$ cat src/rtl/booth_mul_seq_pkg.sv
// Shared constants for the iterative radix-4 Booth multiplier: FSM encodings,
// iteration count, Booth digit codes and the 64->68 bit extension helper.
package booth_mul_seq_pkg;

    localparam int NSTEP = 17;
    localparam int CNT_W = 5;

    localparam logic [1:0] ST_IDLE = 2'd0;
    localparam logic [1:0] ST_RUN  = 2'd1;
    localparam logic [1:0] ST_DONE = 2'd2;

    // Booth window {b[2i+1], b[2i], b[2i-1]}
    localparam logic [2:0] BC_ZERO_P = 3'b000;
    localparam logic [2:0] BC_P1_A   = 3'b001;
    localparam logic [2:0] BC_P1_B   = 3'b010;
    localparam logic [2:0] BC_P2     = 3'b011;
    localparam logic [2:0] BC_M2     = 3'b100;
    localparam logic [2:0] BC_M1_A   = 3'b101;
    localparam logic [2:0] BC_M1_B   = 3'b110;
    localparam logic [2:0] BC_ZERO_N = 3'b111;

    function automatic logic [67:0] ext68(input logic [63:0] v, input logic sgn);
        return sgn ? {{4{v[63]}}, v} : {4'b0000, v};
    endfunction

endpackage

$ cat src/rtl/mul_dec.sv
// Combinational radix-4 Booth selector. Negative digits return the one's
// complement in parttmp_o and set rest_o so the adder supplies the +1.
module mul_dec
    import booth_mul_seq_pkg::*;
(
    input  logic [2:0]  code_i,
    input  logic [33:0] aman_i,
    output logic [34:0] parttmp_o,
    output logic        rest_o
);

    // Select 0, +-A or +-2A in a 35-bit two's complement field
    always_comb begin
        parttmp_o = 35'd0;
        rest_o    = 1'b0;
        case (code_i)
            BC_P1_A, BC_P1_B: begin
                parttmp_o = {aman_i[33], aman_i};
                rest_o    = 1'b0;
            end
            BC_P2: begin
                parttmp_o = {aman_i, 1'b0};
                rest_o    = 1'b0;
            end
            BC_M2: begin
                parttmp_o = ~{aman_i, 1'b0};
                rest_o    = 1'b1;
            end
            BC_M1_A, BC_M1_B: begin
                parttmp_o = ~{aman_i[33], aman_i};
                rest_o    = 1'b1;
            end
            default: begin
                parttmp_o = 35'd0;
                rest_o    = 1'b0;
            end
        endcase
    end

endmodule

$ cat src/rtl/booth_mul_seq.sv
// Iterative radix-4 Booth multiplier/accumulator for the ARM multiply path:
// one load cycle, 17 fixed iterations, then a one-cycle done pulse.
module booth_mul_seq
    import booth_mul_seq_pkg::*;
(
    input  logic        clock,
    input  logic        reset,
    input  logic        start,
    input  logic        signed_op,
    input  logic        acc_en,
    input  logic [31:0] opa,
    input  logic [31:0] opb,
    input  logic [63:0] acc_in,
    output logic        busy,
    output logic        done,
    output logic [63:0] result,
    output logic        res_n,
    output logic        res_z
);

    logic [1:0]       state_q, state_d;
    logic [CNT_W-1:0] cnt_q, cnt_d;
    logic [33:0]      aman_q, aman_d;
    logic [33:0]      b_q, b_d;
    logic             bm1_q, bm1_d;
    logic [67:0]      acc_q, acc_d;
    logic             busy_q, busy_d;
    logic             done_q, done_d;
    logic [63:0]      result_q, result_d;
    logic             res_n_q, res_n_d;
    logic             res_z_q, res_z_d;

    logic             accept_s;
    logic             last_s;
    logic [2:0]       code_s;
    logic [34:0]      parttmp_s;
    logic             rest_s;
    logic [67:0]      pp_s;
    logic [67:0]      sum_s;

    assign accept_s = start && !busy_q;
    assign last_s   = (cnt_q == CNT_W'(NSTEP - 1));
    assign code_s   = {b_q[1:0], bm1_q};

    mul_dec u_mul_dec (
        .code_i    (code_s),
        .aman_i    (aman_q),
        .parttmp_o (parttmp_s),
        .rest_o    (rest_s)
    );

    // Partial product weighted by 4^i; the multiplier window shifts instead of the multiplicand
    assign pp_s  = {{33{parttmp_s[34]}}, parttmp_s} + {67'd0, rest_s};
    assign sum_s = acc_q + (pp_s << {cnt_q, 1'b0});

    // Next-state logic for the FSM, counter, operands and accumulator
    always_comb begin
        state_d  = state_q;
        cnt_d    = cnt_q;
        aman_d   = aman_q;
        b_d      = b_q;
        bm1_d    = bm1_q;
        acc_d    = acc_q;
        busy_d   = busy_q;
        done_d   = 1'b0;
        result_d = result_q;
        res_n_d  = res_n_q;
        res_z_d  = res_z_q;
        case (state_q)
            ST_IDLE, ST_DONE: begin
                if (accept_s) begin
                    state_d = ST_RUN;
                    busy_d  = 1'b1;
                    cnt_d   = {CNT_W{1'b0}};
                    aman_d  = signed_op ? {opa[31], opa[31], opa} : {2'b00, opa};
                    b_d     = signed_op ? {opb[31], opb[31], opb} : {2'b00, opb};
                    bm1_d   = 1'b0;
                    acc_d   = acc_en ? ext68(acc_in, signed_op) : 68'd0;
                end else begin
                    state_d = ST_IDLE;
                end
            end
            ST_RUN: begin
                acc_d = sum_s;
                b_d   = {2'b00, b_q[33:2]};
                bm1_d = b_q[1];
                if (last_s) begin
                    state_d  = ST_DONE;
                    cnt_d    = {CNT_W{1'b0}};
                    busy_d   = 1'b0;
                    done_d   = 1'b1;
                    result_d = sum_s[63:0];
                    res_n_d  = sum_s[63];
                    res_z_d  = (sum_s[63:0] == 64'd0);
                end else begin
                    state_d = ST_RUN;
                    cnt_d   = cnt_q + CNT_W'(1);
                end
            end
            default: begin
                state_d = ST_IDLE;
                busy_d  = 1'b0;
            end
        endcase
    end

    // State registers with synchronous reset; reset also aborts a running operation
    always_ff @(posedge clock) begin
        if (reset) begin
            state_q  <= ST_IDLE;
            cnt_q    <= {CNT_W{1'b0}};
            aman_q   <= 34'd0;
            b_q      <= 34'd0;
            bm1_q    <= 1'b0;
            acc_q    <= 68'd0;
            busy_q   <= 1'b0;
            done_q   <= 1'b0;
            result_q <= 64'd0;
            res_n_q  <= 1'b0;
            res_z_q  <= 1'b0;
        end else begin
            state_q  <= state_d;
            cnt_q    <= cnt_d;
            aman_q   <= aman_d;
            b_q      <= b_d;
            bm1_q    <= bm1_d;
            acc_q    <= acc_d;
            busy_q   <= busy_d;
            done_q   <= done_d;
            result_q <= result_d;
            res_n_q  <= res_n_d;
            res_z_q  <= res_z_d;
        end
    end

    assign busy   = busy_q;
    assign done   = done_q;
    assign result = result_q;
    assign res_n  = res_n_q;
    assign res_z  = res_z_q;

endmodule

$ cat config.mk
export PLATFORM = sky130hd
export DESIGN_NAME = booth_mul_seq
export DESIGN_NICKNAME = d
export VERILOG_FILES = /design/src/rtl/booth_mul_seq_pkg.sv /design/src/rtl/mul_dec.sv /design/src/rtl/booth_mul_seq.sv
export SDC_FILE = /design/constraint.sdc
export NUM_CORES = 1
export LEC_CHECK = 0
export CAP_MARGIN = 20
export CORE_MARGIN = 4
export CORE_UTILIZATION = 28
export CTS_BUF_LIST = sky130_fd_sc_hd__clkbuf_8
export CTS_CLUSTER_DIAMETER = 120
export DETAILED_ROUTE_END_ITERATION = 10
export RECOVER_POWER = 100
export SKIP_LAST_GASP = 1
export SYNTH_ARGS = -nofsm -noshare
export SYNTH_HDL_FRONTEND = slang
export SYNTH_SLANG_ARGS = --single-unit
$ cat constraint.sdc
create_clock -name clock -period 19.9 [get_ports clock]
set_input_delay 3.98 -clock clock [delete_from_list [all_inputs] [get_ports clock]]
set_output_delay 3.98 -clock clock [all_outputs]
set_load 0.1 [all_outputs]
==> flow_summary.ini, run 1 <==
[run_status]
run_status = complete, but fails checks
violations = max-capacitance violations, max-slew violations

[power_and_ir_drop]
p_leak_nw = 7.63
p_comb_frac = 0.417
peakVddDrop_uv = 46.9
internal-power_w = 0.000895
pwr-share-clk = 0.278
p_seq_frac = 0.305
swShare = 0.420
switchingPower_w = 0.000648
power_density_mw_per_mm2 = 76.4

[yosys]
ys_types = 97
avgSynthCellArea_sq_um = 7.07
synthFlopType = dfxtp_1
async_reset_ff_frac = 0
synth_seq_area_share = 0.240
ys_warn_count = 0
synth-edff-count = 0
synth_top_area_frac = 0.240
yosysTopAreaCell = dfxtp_1
synthTopCellsByArea = dfxtp_1 24%, nand2_1 8.2%, a21oi_1 7.0%, nor2_1 6.4%, ha_1 4.9%
netlist_instances = 2425
syn-cell-area_sq_mm = 0.0171
ys_ff_latch = 205
synthesis.nets = 2626

[cells_and_area]
stdcell_area_sq_mm = 0.0202
multi_input_area_sq_mm = 0.0121
syn2layout_area_growth_pct = 17.9
n_fill_cell = 6450
final_nets = 2672
seq_area_sq_mm = 0.00411
final_cells = 3281
drive_gt1_frac = 0.0556

[clock_tree]
cts_buffers = 39
cts-resized-gates = 0
cts_tree = yes
root_buffer = clkbuf_8
clock-sinks = 205
ctsLongestPathBuffers = 3
clkLatencyLatePin_ps = 600
cts_setup_buffers = 0
clkSlewWorstSetupHoldPaths_ps = 60
cts_hold_buf = 0
htreeDepth = 2

[floorplan]
core_area_sq_mm = 0.0605
die_w_microns = 255
rows = 90
die-area_sq_mm = 0.0652
initial_core_util = 0.283
ios = 201
fp.dieH_microns = 255

[placed_design]
dpl.hpwl_microns = 50000
dp_cells = 3211
portBuffers = 200
finalWeightedCongestion = 1.01
placed_area_sq_mm = 0.0194

[critical_path]
required_ps = 20430
worstPathMaxFanout = 28
critPathArrivalTime_ps = 10040
crit_type = register to register
setup.worst_path.end_class = register
startpoint_type = register

[sta]
max_freq_mhz = 105
hold_viol_final = 0
slew_violations = 365
grt_setup_unrepaired = false
setup_tns_ps = 0
min_period_ps = 9510
finalSetupViolCount = 0
post-route-period-util = 0.478
relSlewSlack = -1.83
fin_skew_ps = 34.0
tightest_slew_ps = 4240

[grt]
first_global_vias = 17122
grt_first_pass_wirelength_microns = 103000
grt-ovfl-total = 0
track_usage = 0.194
antenna_found_initial = 2
grt_max_degree = 94

[route]
postRouteAntennaNets = 0
routed_wl_microns = 66500
vias = 18307
first_pass_iters = 6
drc = 0
drt-wirelength-per-cell_microns = 20.3
vias_per_cell = 5.58
drt_iter0_drc = 1664

[min_path]
hp-class = register to register

[job]
maxCapViolCount = 5
-- synth_stat cells, drive strengths merged (16+ instances only) --
library cell	n
a211oi	68
a21o	25
a21oi	242
a311oi	75
and3	36
buf	49
clkbuf	169
dfxtp	205
ha	67
inv	27
mux2	17
mux2i	40
nand2	375
nand2b	18
nand3	86
nand4	36
nor2	292
nor3	30
o211ai	16
o21ai	109
o21bai	21
o22ai	21
xnor2	71
xor2	46
-- area by class of cell --
type / instances / area share
flip-flops and latches: 205 / 0.203
well taps: 782 / 0.0485
clock buffers: 49 / 0.0334
multi-input cells: 1974 / 0.597
repair buffers: 223 / 0.107
clock inverters: 19 / 0.00564
inverters: 28 / 0.00520
diodes: 1 / 0.000124
-- cells in the final DEF, fill, tap and decap left out, types with 40 or more instances in the layout --
cell type / n
clkbuf_8: 49
nor2_1: 291
xor2_1: 46
dfxtp_1: 203
nand2_1: 374
mux2i_1: 40
a311oi_1: 74
clkdlybuf4s50_1: 129
a21oi_1: 241
o21ai_0: 107
xnor2_1: 71
nand3_1: 85
ha_1: 67
dlygate4sd3_1: 69
a211oi_1: 68
-- metrics by stage --
step | setup WS (ps) | total power, W | utilization | hold WS, ps
after floorplan | 12210 | 0.000893 | - | 440
after global placement | 11140 | 0.00111 | 0.321 | 444
after detailed placement | 11060 | 0.00111 | 0.321 | 446
after CTS | 11100 | 0.00155 | 0.335 | 454
after global routing | 9890 | 0.00163 | 0.334 | 468
final | 10390 | 0.00154 | 0.334 | 449
-- critical path: stages, from the launching register on --
cell	delay, ps
dfxtp_1	920
xor2_1	680
clkbuf_1	570
a221oi_1	230
nor3b_1	550
nor2b_1	610
nand2_1	190
xor2_1	220
mux4_2	560
mux2_1	340
mux2_1	360
nor2_1	320
ha_1	430
a21oi_1	250
o21bai_1	200
a211oi_1	260
o221ai_1	260
nor2_1	450
o22ai_1	260
a311o_1	340
or4_1	480
or4_1	400
nor4_1	290
nand4b_1	120
o21ai_0	160
-- kinds of logic after synthesis --
logic type | share of synthesized area
multiplexers | 0.0389
buffers and inverters | 0.0569
XOR/XNOR | 0.0613
AO/OA/AOI/OAI | 0.279
adder cells (fa/ha/maj) | 0.0501
flip-flops | 0.240
AND/OR/NAND/NOR | 0.274
-- worst paths after layout --
check	start	to	slack (ps)	depth (start not counted)
worst max-delay path	b_q[0]	res_z	10390	24
worst min-delay path	result[36]	result[36]	450	2
worst max register to register	b_q[0]	res_z	10390	24
worst min register to register	result[36]	result[36]	450	2
-- state kept, by name, indices dropped and copies added (netlist names) --
| signal | flops |
|---|---|
| acc_q | 64 |
| result | 64 |
| aman_q | 33 |
| b_q | 33 |
| cnt_q | 5 |
| state_q | 2 |
| bm1_q | 1 |
| busy | 1 |
| done | 1 |
| res_z | 1 |
-- power by group through the flow --
stage | Clock, W | Sequential, W | Combinational (W)
after global routing | 0.000460 | 0.000473 | 0.000697
final | 0.000429 | 0.000470 | 0.000644
after global placement | 0 | 0.000478 | 0.000634
after floorplan | 0 | 0.000462 | 0.000431
after detailed placement | 0 | 0.000478 | 0.000630
after CTS | 0.000442 | 0.000470 | 0.000633
-- routing by layer --
metal | track usage | vias up | part of all wire
met5 | 0 | - | 0
met4 | 0.0576 | 0 | 0.030
met3 | 0.0384 | 116 | 0.069
met2 | 0.316 | 633 | 0.46
met1 | 0.260 | 8638 | 0.44
li1 | - | 8920 | -
No activity file was read; power rests on OpenSTA's default activity.
==> inputs of run 2 (changes only) <==
==> constraint.sdc (replaced) <==
create_clock -name clock -period 7.9 [get_ports clock]
set_input_delay 1.58 -clock clock [delete_from_list [all_inputs] [get_ports clock]]
set_output_delay 1.58 -clock clock [all_outputs]
set_load 0.1 [all_outputs]
==> run 2 against run 1 <==
Effect of this change: the run still ends with max-capacitance violations, max-slew violations left; final cell count is 3.0% higher; flip-flop and latch count is the same; clock power increased by 150%; largest power group unchanged; global-route usage fell by 0.061 points; register-to-register slack got worse by 10000 ps; setup slack got worse by 10000 ps; die area is the same; critical path type unchanged; largest cell class unchanged.
==> flow_summary.ini, run 2 (synthesis gave the netlist of run 1 again) <==
[power_and_ir_drop]
swShare = 0.411
p_comb_frac = 0.432
power_density_mw_per_mm2 = 189
peakVddDrop_uv = 78.8
p_total_w = 0.00395
p_seq_frac = 0.298
pwr-share-clk = 0.270
internal-power_w = 0.00233
p_leak_nw = 8.09
switchingPower_w = 0.00162

[sta]
hold_viol_final = 0
grt_setup_unrepaired = false
relSlewSlack = -1.19
min_period_ps = 7560
fin_skew_ps = 31.2
post-route-period-util = 0.957
slew_violations = 297
setup_ws_ps = 339
max_freq_mhz = 132
finalSetupViolCount = 0
setup_tns_ps = 0
tightest_slew_ps = 3280

[cells_and_area]
fin_util = 0.347
layout_common_cells = 374 x nand2_1, 290 x nor2_1, 240 x a21oi_1
seq_area_sq_mm = 0.00411
syn2layout_area_growth_pct = 22.4
final_cells = 3379
final_common_cell = nand2_1
n_fill_cell = 6482
multi_input_area_sq_mm = 0.0121
drive_gt1_frac = 0.0890
final_nets = 2771

[placed_design]
dp_cells = 3313
portBuffers = 200
finalWeightedCongestion = 0.983
dpl.hpwl_microns = 50800
place_ws_ps = -155

[route]
first_pass_iters = 5
met1Wirelength_microns = 30600
vias_per_cell = 5.46
maxUsedRoutingLayer = met4
routed_wl_microns = 66500
drt-wirelength-per-cell_microns = 19.7
dr_wl_met2_microns = 30700
drc = 0
postRouteAntennaNets = 0
vias = 18447
route.met3.wl_microns = 3720
drt_iter0_drc = 1525

[critical_path]
critPathArrivalTime_ps = 8070
crit_path_end = res_z
r2r-start = bm1_q
rrSetupSlack_ps = 340
worstPathMaxFanout = 12
r2r_end = res_z
setup.worst_path.end_class = register
required_ps = 8410
crit_type = register to register
worstRegToRegCells = 27
setup.worst_path.start = bm1_q
startpoint_type = register

[job]
maxCapViolCount = 5

[floorplan]
die_w_microns = 255
ios = 201
initial_core_util = 0.283
die-area_sq_mm = 0.0652
rows = 90
core_area_sq_mm = 0.0605
fp.dieH_microns = 255

[grt]
grt-ovfl-total = 0
track_usage = 0.193
grt_first_pass_wirelength_microns = 102000
first_global_vias = 17510
grt_max_degree = 87
antenna_found_initial = 1

[clock_tree]
ctsLongestPathBuffers = 3
clkLatencyLatePin_ps = 590
cts_buffers = 37
cts_tree = yes
root_buffer = clkbuf_8
cts_hold_buf = 0
cts_setup_buffers = 0
clock-sinks = 205
htreeDepth = 2
clkSlewWorstSetupHoldPaths_ps = 60

[run_status]
violations = max-capacitance violations, max-slew violations
run_status = complete, but fails checks

[min_path]
hp-class = register to register
## run 2: stage by stage
step / area (sq um) / hold WS, ps
floorplan: 17100 / 440
global placement: 20200 / 444
detailed placement: 20200 / 447
CTS: 21000 / 455
global route: 21000 / 469
finish: 21000 / 450
## run 2: repair_timing
action                     in CTS  in global routing
pin swaps                       0                  1
gates resized for setup         1                 15
setup endpoints to repair       1                  3
## run 2: worst min path at each step
stage	start	end	slack [ps]	cells past startpoint
4_1_cts	result[37]	result[37]	460	2
3_5_place_dp	result[20]	result[20]	450	2
3_3_place_gp	result[59]	result[59]	440	2
2_1_floorplan	b_q[32]	b_q[32]	440	2
6_report	result[48]	result[48]	450	2
5_1_grt	result[37]	result[37]	470	2
## run 2: final cells by class
class,instances,area share
well taps,782,0.0467
clock inverters,20,0.00698
inverters,28,0.00501
flip-flops and latches,205,0.196
diodes,1,0.000119
clock buffers,45,0.0295
repair buffers,324,0.137
multi-input cells,1974,0.579
## run 2: power by group through the flow
stage	registers, W	clock network, W	logic [W]
2_1_floorplan	0.00116	0	0.00109
3_3_place_gp	0.00120	0	0.00169
3_5_place_dp	0.00120	0	0.00168
4_1_cts	0.00118	0.00110	0.00169
5_1_grt	0.00118	0.00115	0.00185
6_report	0.00118	0.00107	0.00171
## run 2: layer usage
layer	up-vias	global-route usage
met5	-	0
met4	0	0.0484
met3	92	0.0278
met2	540	0.317
met1	8682	0.267
li1	9133	-
## run 2: critical path, stage by stage, from the launching register on
cell and delay [ps]:
dfxtp_1 370, xnor2_1 820, o221a_2 410, a31o_1 300
buf_4 210, nor3_2 60, clkbuf_4 160, nand4_1 110
xor2_1 280, mux2i_1 190, mux2i_1 270, o22ai_1 160
mux2_2 280, o21ai_0 340, ha_1 370, a21oi_1 220
o21ai_0 180, a2111oi_0 450, nor3_1 80, a211o_1 320
or2_2 330, buf_4 140, xor2_1 190, nor4_4 430
o311ai_0 220, nor4_1 290, nand4b_1 140, o21ai_1 140
==> inputs of run 3 (changes only) <==
--- a/config.mk
+++ b/config.mk
@@ -10,6 +10,7 @@
 export CORE_UTILIZATION = 28
 export CTS_BUF_LIST = sky130_fd_sc_hd__clkbuf_8
 export CTS_CLUSTER_DIAMETER = 120
+export CTS_CLUSTER_SIZE = 20
 export DETAILED_ROUTE_END_ITERATION = 10
 export RECOVER_POWER = 100
 export SKIP_LAST_GASP = 1
==> run 3 against run 2 <==
Effect of this change: the run still ends with max-capacitance violations, max-slew violations left; flip-flop and latch count did not move; hold slack better by 9.7 ps; combinational power hardly changed; global-route usage decreased by 0.24 points; setup slack better by 44 ps; total power fell by 13%; critical path depth up 2; clock skew grew 38 ps; sequential power hardly changed; largest power group unchanged.
==> flow_summary.ini, run 3 (synthesis gave the netlist of run 1 again) <==
[run_status]
run_status = complete, but fails checks
violations = max-capacitance violations, max-slew violations

[floorplan]
rows = 90
ios = 201
die_w_microns = 255
die-area_sq_mm = 0.0652
initial_core_util = 0.283
fp.dieH_microns = 255
core_area_sq_mm = 0.0605

[clock_tree]
clkSlewWorstSetupHoldPaths_ps = 130
clock-sinks = 205
root_buffer = clkbuf_8
ctsLongestPathBuffers = 3
clkLatencyLatePin_ps = 600
cts_buffers = 14
htreeDepth = 1
cts_tree = yes
cts_hold_buf = 0

[placed_design]
dpl.hpwl_microns = 50800
finalWeightedCongestion = 0.983
portBuffers = 200

[sta]
grt_setup_unrepaired = false
finalSetupViolCount = 0
setup_tns_ps = 0
slew_violations = 297
max_freq_mhz = 133
post-route-period-util = 0.952
fin_skew_ps = 69.1
hold_viol_final = 0
tightest_slew_ps = 3270
min_period_ps = 7520
relSlewSlack = -1.18

[min_path]
hp-class = register to register
hold_depth = 2

[critical_path]
setup.worst_path.end_class = register
startpoint_type = register
worstPathMaxFanout = 15
worstRegToRegCells = 29
max_stage_delay_ps = 690
cp.depth = 29
critPathArrivalTime_ps = 8040
crit_family = simple AND/OR/NAND/NOR gates
crit_type = register to register
crit_path_frequent_cell = buf_4
slowest_stage = or4b_2
required_ps = 8420
crit_buf_inv = 5

[grt]
grt_busiest_layer = met2
grt_max_degree = 87
grt_first_pass_wirelength_microns = 101000
grt-ovfl-total = 0
use_met1 = 0.267
first_global_vias = 17218
antenna_found_initial = 2
track_usage = 0.191
use_met2 = 0.316
grtUsageMet3 = 0.0209

[power_and_ir_drop]
p_comb_frac = 0.496
swShare = 0.441
peakVddDrop_uv = 93.5
switchingPower_w = 0.00152
power_density_mw_per_mm2 = 169
internal-power_w = 0.00192
p_seq_frac = 0.342
pwr-share-clk = 0.162
p_leak_nw = 7.78
p_total_w = 0.00344

[route]
postRouteAntennaNets = 0
first_pass_iters = 5
vias_per_cell = 5.48
routed_wl_microns = 65900
drt-wirelength-per-cell_microns = 19.8
drt_iter0_drc = 1560
drc = 0
vias = 18252

[cells_and_area]
layout_common_cells = 374 x nand2_1, 290 x nor2_1, 240 x a21oi_1
drive_gt1_frac = 0.0761
syn2layout_area_growth_pct = 19.3
final_common_cell = nand2_1
final_nets = 2748

[job]
maxCapViolCount = 5
-- run 3: cell count changes in the layout (fill, tap and decap cells not counted), sizes merged --
cell	before	now
buf	93	92
bufinv	2	0
clkbuf	78	49
clkinv	6	3
clkinvlp	2	0
diode	1	2
inv	38	27
-- run 3: cell type report --
class                      instances  area, sq um
tap                              782          978
clock buffer                      15          206
clock inverter                     2         21.3
sequential                       205         4110
fill                            6515        40000
inverter                          28          105
antenna                            2         5.00
multi-input combinational       1974        12100
timing repair buffer             324         2870
-- run 3: worst min-delay path, delay by kind of cell, from the launching register on --
| kind | cells | cell delay, ps |
|---|---|---|
| flip-flops | 1 | 330 |
| AO/OA/AOI/OAI | 1 | 50 |
| AND/OR/NAND/NOR | 1 | 50 |
-- run 3: power by group through the flow --
stage	Sequential [W]	Clock, W	Combinational (W)
floorplan	0.00116	0	0.00109
global placement	0.00120	0	0.00169
detailed placement	0.00120	0	0.00168
CTS	0.00118	0.000597	0.00169
global route	0.00119	0.000619	0.00185
finish	0.00118	0.000559	0.00171
-- run 3: repair_timing --
item | 4_1_cts | 5_1_grt
hold endpoints to repair | 0 | 0
gates resized for setup | 1 | 14
setup endpoints to repair | 1 | 4
setup buffers | 0 | 0
pin swaps | 0 | 2
-- run 3: per-layer routing --
metal / share of wire / wire, microns / vias up
met3: 0.054 / 3570 / 67
met4: 0.022 / 1430 / 0
met2: 0.46 / 30500 / 511
met1: 0.46 / 30500 / 8606
met5: 0 / 0 / -
li1: - / - / 9068
-- run 3: final timing paths --
check             startpoint    endpoint  slack [ps]
setup / recovery       bm1_q       res_z         380
setup reg to reg       bm1_q       res_z         380
hold reg to reg   result[48]  result[48]         460
hold / removal    result[48]  result[48]         460
-- run 3: through the flow --
stage	util	instances	cell area, sq um	worst slack [ps]	hold WS (ps)
floorplan	-	2425	17100	212	440
global placement	0.335	3313	20200	-202	444
detailed placement	0.335	3313	20200	-155	447
CTS	0.338	3330	20500	50.9	464
global route	0.338	3331	20400	19.9	479
finish	0.338	3332	20400	383	460
